<file path="src/rtl/plot_sweep_controller_if.sv">
// Evaluator request/result channel and column-buffer write port of the plot sweep controller.
interface plot_sweep_controller_if;
    logic        eval_valid;
    logic        eval_ready;
    logic        eval_slot;
    logic [7:0]  eval_x;
    logic        res_valid;
    logic [15:0] res_y;
    logic        wr_en;
    logic [6:0]  wr_col;
    logic        wr_slot;
    logic [5:0]  wr_row;
    logic        wr_visible;

    modport master (
        output eval_valid, eval_slot, eval_x,
        input  eval_ready, res_valid, res_y,
        output wr_en, wr_col, wr_slot, wr_row, wr_visible
    );

    modport slave (
        input  eval_valid, eval_slot, eval_x,
        output eval_ready, res_valid, res_y,
        input  wr_en, wr_col, wr_slot, wr_row, wr_visible
    );
endinterface

</file>
<file path="src/rtl/plot_sweep_controller.sv">
// Sweeps the shared graph evaluator across every screen column for graphs 1 and 2,
// converting each returned y into an OLED row and writing it into the column buffer.
module plot_sweep_controller #(
    parameter int WIDTH    = 96,
    parameter int HEIGHT   = 64,
    parameter int X_ORIGIN = 48,
    parameter int Y_ORIGIN = 32,
    parameter int TIMEOUT  = 255
) (
    input  logic clk,
    input  logic reset,
    input  logic start,
    input  logic abort,
    input  logic g1_en,
    input  logic g2_en,
    plot_sweep_controller_if.master sweep,
    output logic busy,
    output logic done,
    output logic timeout_err
);

    localparam int CNT_W = $clog2(TIMEOUT + 1);

    localparam logic [2:0] IDLE  = 3'd0;
    localparam logic [2:0] ISSUE = 3'd1;
    localparam logic [2:0] WAIT  = 3'd2;
    localparam logic [2:0] WRITE = 3'd3;
    localparam logic [2:0] DONE  = 3'd4;

    logic [2:0]         state;
    logic [6:0]         col;
    logic               slot;
    logic [CNT_W-1:0]   wait_cnt;
    logic signed [15:0] y_q;
    logic               tout_q;
    logic signed [16:0] row;
    logic               row_vis;
    logic               start_ok;

    assign start_ok = start && (state == IDLE || state == DONE);

    // 17-bit arithmetic keeps extreme results such as -32768 from wrapping into range.
    always_comb begin
        row     = $signed(17'(Y_ORIGIN)) - $signed({y_q[15], y_q});
        row_vis = !tout_q && !row[16] && (row[15:0] < 16'(HEIGHT));
    end

    always_ff @(posedge clk or posedge reset) begin
        if (reset) begin
            state       <= IDLE;
            col         <= '0;
            slot        <= 1'b0;
            wait_cnt    <= '0;
            y_q         <= '0;
            tout_q      <= 1'b0;
            timeout_err <= 1'b0;
        end else if (abort) begin
            state <= IDLE;
        end else begin
            case (state)
                IDLE, DONE: begin
                    if (start_ok) begin
                        timeout_err <= 1'b0;
                        col         <= '0;
                        if (g1_en) begin
                            slot  <= 1'b0;
                            state <= ISSUE;
                        end else if (g2_en) begin
                            slot  <= 1'b1;
                            state <= ISSUE;
                        end else begin
                            state <= DONE;
                        end
                    end
                end
                ISSUE: begin
                    if (sweep.eval_ready) begin
                        wait_cnt <= '0;
                        state    <= WAIT;
                    end
                end
                WAIT: begin
                    wait_cnt <= wait_cnt + 1'b1;
                    if (sweep.res_valid) begin
                        y_q    <= sweep.res_y;
                        tout_q <= 1'b0;
                        state  <= WRITE;
                    end else if (wait_cnt == CNT_W'(TIMEOUT - 1)) begin
                        tout_q      <= 1'b1;
                        timeout_err <= 1'b1;
                        state       <= WRITE;
                    end
                end
                WRITE: begin
                    if (!slot && g2_en) begin
                        slot  <= 1'b1;
                        state <= ISSUE;
                    end else if (col == 7'(WIDTH - 1)) begin
                        state <= DONE;
                    end else begin
                        col   <= col + 1'b1;
                        slot  <= !g1_en;
                        state <= ISSUE;
                    end
                end
                default: state <= IDLE;
            endcase
        end
    end

    always_comb begin
        sweep.eval_valid = 1'b0;
        sweep.eval_slot  = 1'b0;
        sweep.eval_x     = '0;
        sweep.wr_en      = 1'b0;
        sweep.wr_col     = '0;
        sweep.wr_slot    = 1'b0;
        sweep.wr_row     = '0;
        sweep.wr_visible = 1'b0;
        if (state == ISSUE) begin
            sweep.eval_valid = 1'b1;
            sweep.eval_slot  = slot;
            sweep.eval_x     = 8'(col) - 8'(X_ORIGIN);
        end
        if (state == WRITE) begin
            sweep.wr_en      = 1'b1;
            sweep.wr_col     = col;
            sweep.wr_slot    = slot;
            sweep.wr_visible = row_vis;
            sweep.wr_row     = row_vis ? row[5:0] : 6'd0;
        end
    end

    assign busy = (state == ISSUE) || (state == WAIT) || (state == WRITE);
    assign done = (state == DONE);

endmodule
</file>
<file path="src/flat_wrapper.sv">
// flat-port wrapper written by rule: the top's interface ports become plain ports
module plot_sweep_controller_flat 
#(
    parameter int WIDTH    = 96,
    parameter int HEIGHT   = 64,
    parameter int X_ORIGIN = 48,
    parameter int Y_ORIGIN = 32,
    parameter int TIMEOUT  = 255
)
  (clk, reset, start, abort, g1_en, g2_en, busy, done, timeout_err, sweep_eval_valid, sweep_eval_slot, sweep_eval_x, sweep_eval_ready, sweep_res_valid, sweep_res_y, sweep_wr_en, sweep_wr_col, sweep_wr_slot, sweep_wr_row, sweep_wr_visible);
  plot_sweep_controller_if sweep_i ();
  input  logic clk;
  input  logic reset;
  input  logic start;
  input  logic abort;
  input  logic g1_en;
  input  logic g2_en;
  output logic busy;
  output logic done;
  output logic timeout_err;
  output wire logic [$bits(sweep_i.eval_valid)-1:0] sweep_eval_valid;
  output wire logic [$bits(sweep_i.eval_slot)-1:0] sweep_eval_slot;
  output wire logic [$bits(sweep_i.eval_x)-1:0] sweep_eval_x;
  input wire logic [$bits(sweep_i.eval_ready)-1:0] sweep_eval_ready;
  input wire logic [$bits(sweep_i.res_valid)-1:0] sweep_res_valid;
  input wire logic [$bits(sweep_i.res_y)-1:0] sweep_res_y;
  output wire logic [$bits(sweep_i.wr_en)-1:0] sweep_wr_en;
  output wire logic [$bits(sweep_i.wr_col)-1:0] sweep_wr_col;
  output wire logic [$bits(sweep_i.wr_slot)-1:0] sweep_wr_slot;
  output wire logic [$bits(sweep_i.wr_row)-1:0] sweep_wr_row;
  output wire logic [$bits(sweep_i.wr_visible)-1:0] sweep_wr_visible;
  assign sweep_eval_valid = sweep_i.eval_valid;
  assign sweep_eval_slot = sweep_i.eval_slot;
  assign sweep_eval_x = sweep_i.eval_x;
  assign sweep_i.eval_ready = sweep_eval_ready;
  assign sweep_i.res_valid = sweep_res_valid;
  assign sweep_i.res_y = sweep_res_y;
  assign sweep_wr_en = sweep_i.wr_en;
  assign sweep_wr_col = sweep_i.wr_col;
  assign sweep_wr_slot = sweep_i.wr_slot;
  assign sweep_wr_row = sweep_i.wr_row;
  assign sweep_wr_visible = sweep_i.wr_visible;
  plot_sweep_controller #(.WIDTH(WIDTH), .HEIGHT(HEIGHT), .X_ORIGIN(X_ORIGIN), .Y_ORIGIN(Y_ORIGIN), .TIMEOUT(TIMEOUT)) u_core (.clk(clk), .reset(reset), .start(start), .abort(abort), .g1_en(g1_en), .g2_en(g2_en), .sweep(sweep_i), .busy(busy), .done(done), .timeout_err(timeout_err));
endmodule
</file>
<file path="config.mk">
export PLATFORM = sky130hd
export DESIGN_NAME = plot_sweep_controller_flat
export DESIGN_NICKNAME = d
export VERILOG_FILES = /design/src/rtl/plot_sweep_controller_if.sv /design/src/rtl/plot_sweep_controller.sv /design/src/flat_wrapper.sv
export SDC_FILE = /design/constraint.sdc
export NUM_CORES = 1
export LEC_CHECK = 0
export ABC_CLOCK_PERIOD_IN_PS = 2500
export BUFFER_PORTS_ARGS = -buffer_cell sky130_fd_sc_hd__clkbuf_2
export CORE_UTILIZATION = 25
export DETAILED_ROUTE_END_ITERATION = 7
export GPL_TIMING_DRIVEN = 0
export PLACE_DENSITY_LB_ADDON = 0.1
export SYNTH_ARGS = -nofsm -noshare
export SYNTH_HDL_FRONTEND = slang
export SYNTH_SLANG_ARGS = --single-unit
</file>
<file path="constraint.sdc">
create_clock -name clk -period 2.5 [get_ports clk]
set_input_delay 0.625 -clock clk [delete_from_list [all_inputs] [get_ports clk]]
set_output_delay 0.625 -clock clk [all_outputs]
set_load 0.02 [all_outputs]
</file>
==> flow_summary.ini <==
[status]
status = complete, but fails checks
violations = DRC, setup timing

[clocking]
cts_hold_buf = 0
clockRootBuffer = clkbuf_8
ctsHtreeMaxLevel = 2
cts_tree = built
insertion_delay_ns = 0.29
cts_buffers = 5
clk_pin_slew_ns = 0.08
clockBufferDepth = 2
clkSinkCount = 37

[placed_design]
place_area_um2 = 2823
hpwl_um = 4247
dp_cells = 401
place.gp.congestion = 0.7280
dp_slack_ns = -0.5298
io_buffers = 51

[global_routing]
grt_pass1_vias = 1957
antenna_found_initial = 0
grt_max_degree = 38
grt_usage_pct = 12.91
overflow = 0
grt_pass1_wl_um = 9998

[flow_run]
maxCapViolations = 0

[route]
via_count = 2014
wire_per_inst_um = 13.69
detail-route-antenna-nets = 0
drt_iter0_markers = 39
wl_um = 5764
drc = 3
via_per_inst = 4.784
drt_first_pass_iters = 6

[logic_synthesis]
synth.most_common_cell = dfrtp_1
synth_nets = 272
yosys-top-cells-area = dfrtp_1 (40%), mux2_2 (8.3%), nor2_1 (4.1%)
synth_cells = 242
synth_compound_area_share_pct = 15.84
synth.top_cell.area_share_pct = 40.28
synth-edff-count = 0
ys_ff_latch = 37
synth-seq-area-share_pct = 40.28
ys.flop_type = dfrtp_1
netlist_top_cells_count = dfrtp_1 (37), nor2_1 (25), nand2_1 (22)
yosys.area_share.xor_xnor_pct = 3.048
synth_cell_types = 49
synth_top_family_by_area = simple AND/OR/NAND/NOR gates
yosysWarningCount = 0
async_reset_ff_share_pct = 100.0
synthAdderAreaFrac_pct = 3.266
syn_avg_cell_area_um2 = 9.498
synth_simple_gate_area_share_pct = 25.10
synth_largest_area_cell = dfrtp_1
synth_area_um2 = 2298
synthMuxAreaShare_pct = 9.635

[timing]
relSlewSlack_pct = 40.59
fin_setup_tns_ns = -4.524
hold_viol = 0
timing.final.ws_setup_ns = -0.6874
tightest_slew_ns = 0.8892
maxSlewViolCount = 0
fin_worst_skew_ns = 0.005771
rsz0062_at_grt = yes
setup_viol = 7
post-route-period-util_pct = 127.5
fmax_ghz = 0.3137
whs_ns = 0.4699
period_minus_slack_ns = 3.187

[floorplanning]
start_util_pct = 26.10
dieArea_um2 = 9581
rows = 34
core_um2 = 8806
die_w_um = 97.89
die_h_um = 97.89
boundaryPins = 53

[setup_path]
path_max_fanout = 5
crit_type = reg -> out
endpoint_kind = output pin
cp_data_arrival_time_ns = 2.56
cp.required_ns = 1.88
reg2reg_from = u_core.state[0]$_DFFE_PP0P_
startpoint = u_core.y_q[1]$_DFFE_PP0P_
start_kind = register

[final_layout]
num_antenna_cells = 0
area_growth_pct = 36.64
final_cells = 421
design_area_um2 = 3141
layout-drive-gt1-share_pct = 38.34
nNetsFinal = 342
final_core_util_pct = 35.66

[worst_hold_path]
min_path_type = in -> async

[power]
ir_drop_uv = 274.6
p_per_area_nw_per_um2 = 967.7
leakage_nw = 1.451
finalPower_mw = 3.039
## cells in the final DEF (no fill, tap or decap), drive strengths merged, types with 2 or more instances in the layout
master / n
a211oi: 2
a21oi: 8
a41oi: 2
and2: 9
and3: 8
buf: 18
bufinv: 2
clkbuf: 56
dfrtp: 37
ha: 6
inv: 11
mux2: 17
mux2i: 3
nand2: 22
nand2b: 6
nand3: 7
nand4: 2
nor2: 25
nor3: 5
nor4: 5
nor4b: 2
o21ai: 19
o22ai: 2
o31ai: 6
or2: 2
or3: 4
or4: 4
xnor2: 3
xor2: 5
## registers in the layout, summed over array words and instances (netlist names)
| signal | count |
|---|---|
| u_core.col | 7 |
| u_core.slot | 1 |
| u_core.state | 3 |
| u_core.timeout_err | 1 |
| u_core.tout_q | 1 |
| u_core.wait_cnt | 8 |
| u_core.y_q | 16 |
## final timing paths
kind	endpoint	slack, ns	depth (start not counted)
max reg2reg	u_core.y_q[5]$_DFFE_PP0P_	0.34	4
max	sweep_wr_row[5]	-0.69	7
min	u_core.y_q[14]$_DFFE_PP0P_	0.47	2
min reg2reg	u_core.y_q[6]$_DFFE_PP0P_	0.54	1
max in group asynchronous	u_core.y_q[4]$_DFFE_PP0P_	1.44	2
min in group clk	u_core.y_q[6]$_DFFE_PP0P_	0.54	1
## critical path, cell delays in order, from the launching register on
cell	delay (ns)
dfrtp_1	0.42
or4_4	0.60
o21ai_4	0.19
mux2i_2	0.27
o2111ai_4	0.21
buf_4	0.20
a2111oi_4	0.19
buf_4	0.19
## cell type report
type | count | area (um^2)
Sequential cell | 37 | 928.4
Clock buffer | 5 | 68.82
Tap cell | 108 | 135.1
Timing Repair Buffer | 63 | 401.6
Multi-Input combinational cell | 188 | 1473
Fill cell | 924 | 5665
Buffer | 6 | 27.53
Inverter | 11 | 41.29
Clock inverter | 3 | 65.06
## what timing repair did
| action | 4_1_cts | 5_1_grt |
|---|---|---|
| cloned | 0 | 0 |
| endpoints found under the setup margin | 15 | 13 |
| pin swaps | 5 | 4 |
| gates resized for setup | 12 | 13 |
| setup buffers | 9 | 3 |
## report_power, final
part | switching (mW) | internal [mW] | leakage [nW] | total, mW
Combinational | 0.741 | 0.694 | 0.890 | 1.43
Sequential | 0.225 | 0.755 | 0.492 | 0.980
Clock | 0.228 | 0.397 | 0.0681 | 0.625
Total | 1.19 | 1.85 | 1.45 | 3.04
## logic make-up (layout without fill, tap and decap cells)
group	count (synthesis)	count (layout)
AOI/OAI and AO/OA	49	49
and+or+nand+nor	105	105
DFF	37	37
buffers and inverters	17	88
adders and majority gates	6	6
muxes	20	20
xor gates and xnor gates	8	8
## layer usage
layer	GRT usage [%]	share of wire [%]
met5	0	0
met4	4.895	1.2
met3	2.362	3.3
met2	20.53	47
met1	17.39	49
(Power assumes the default switching activity.)
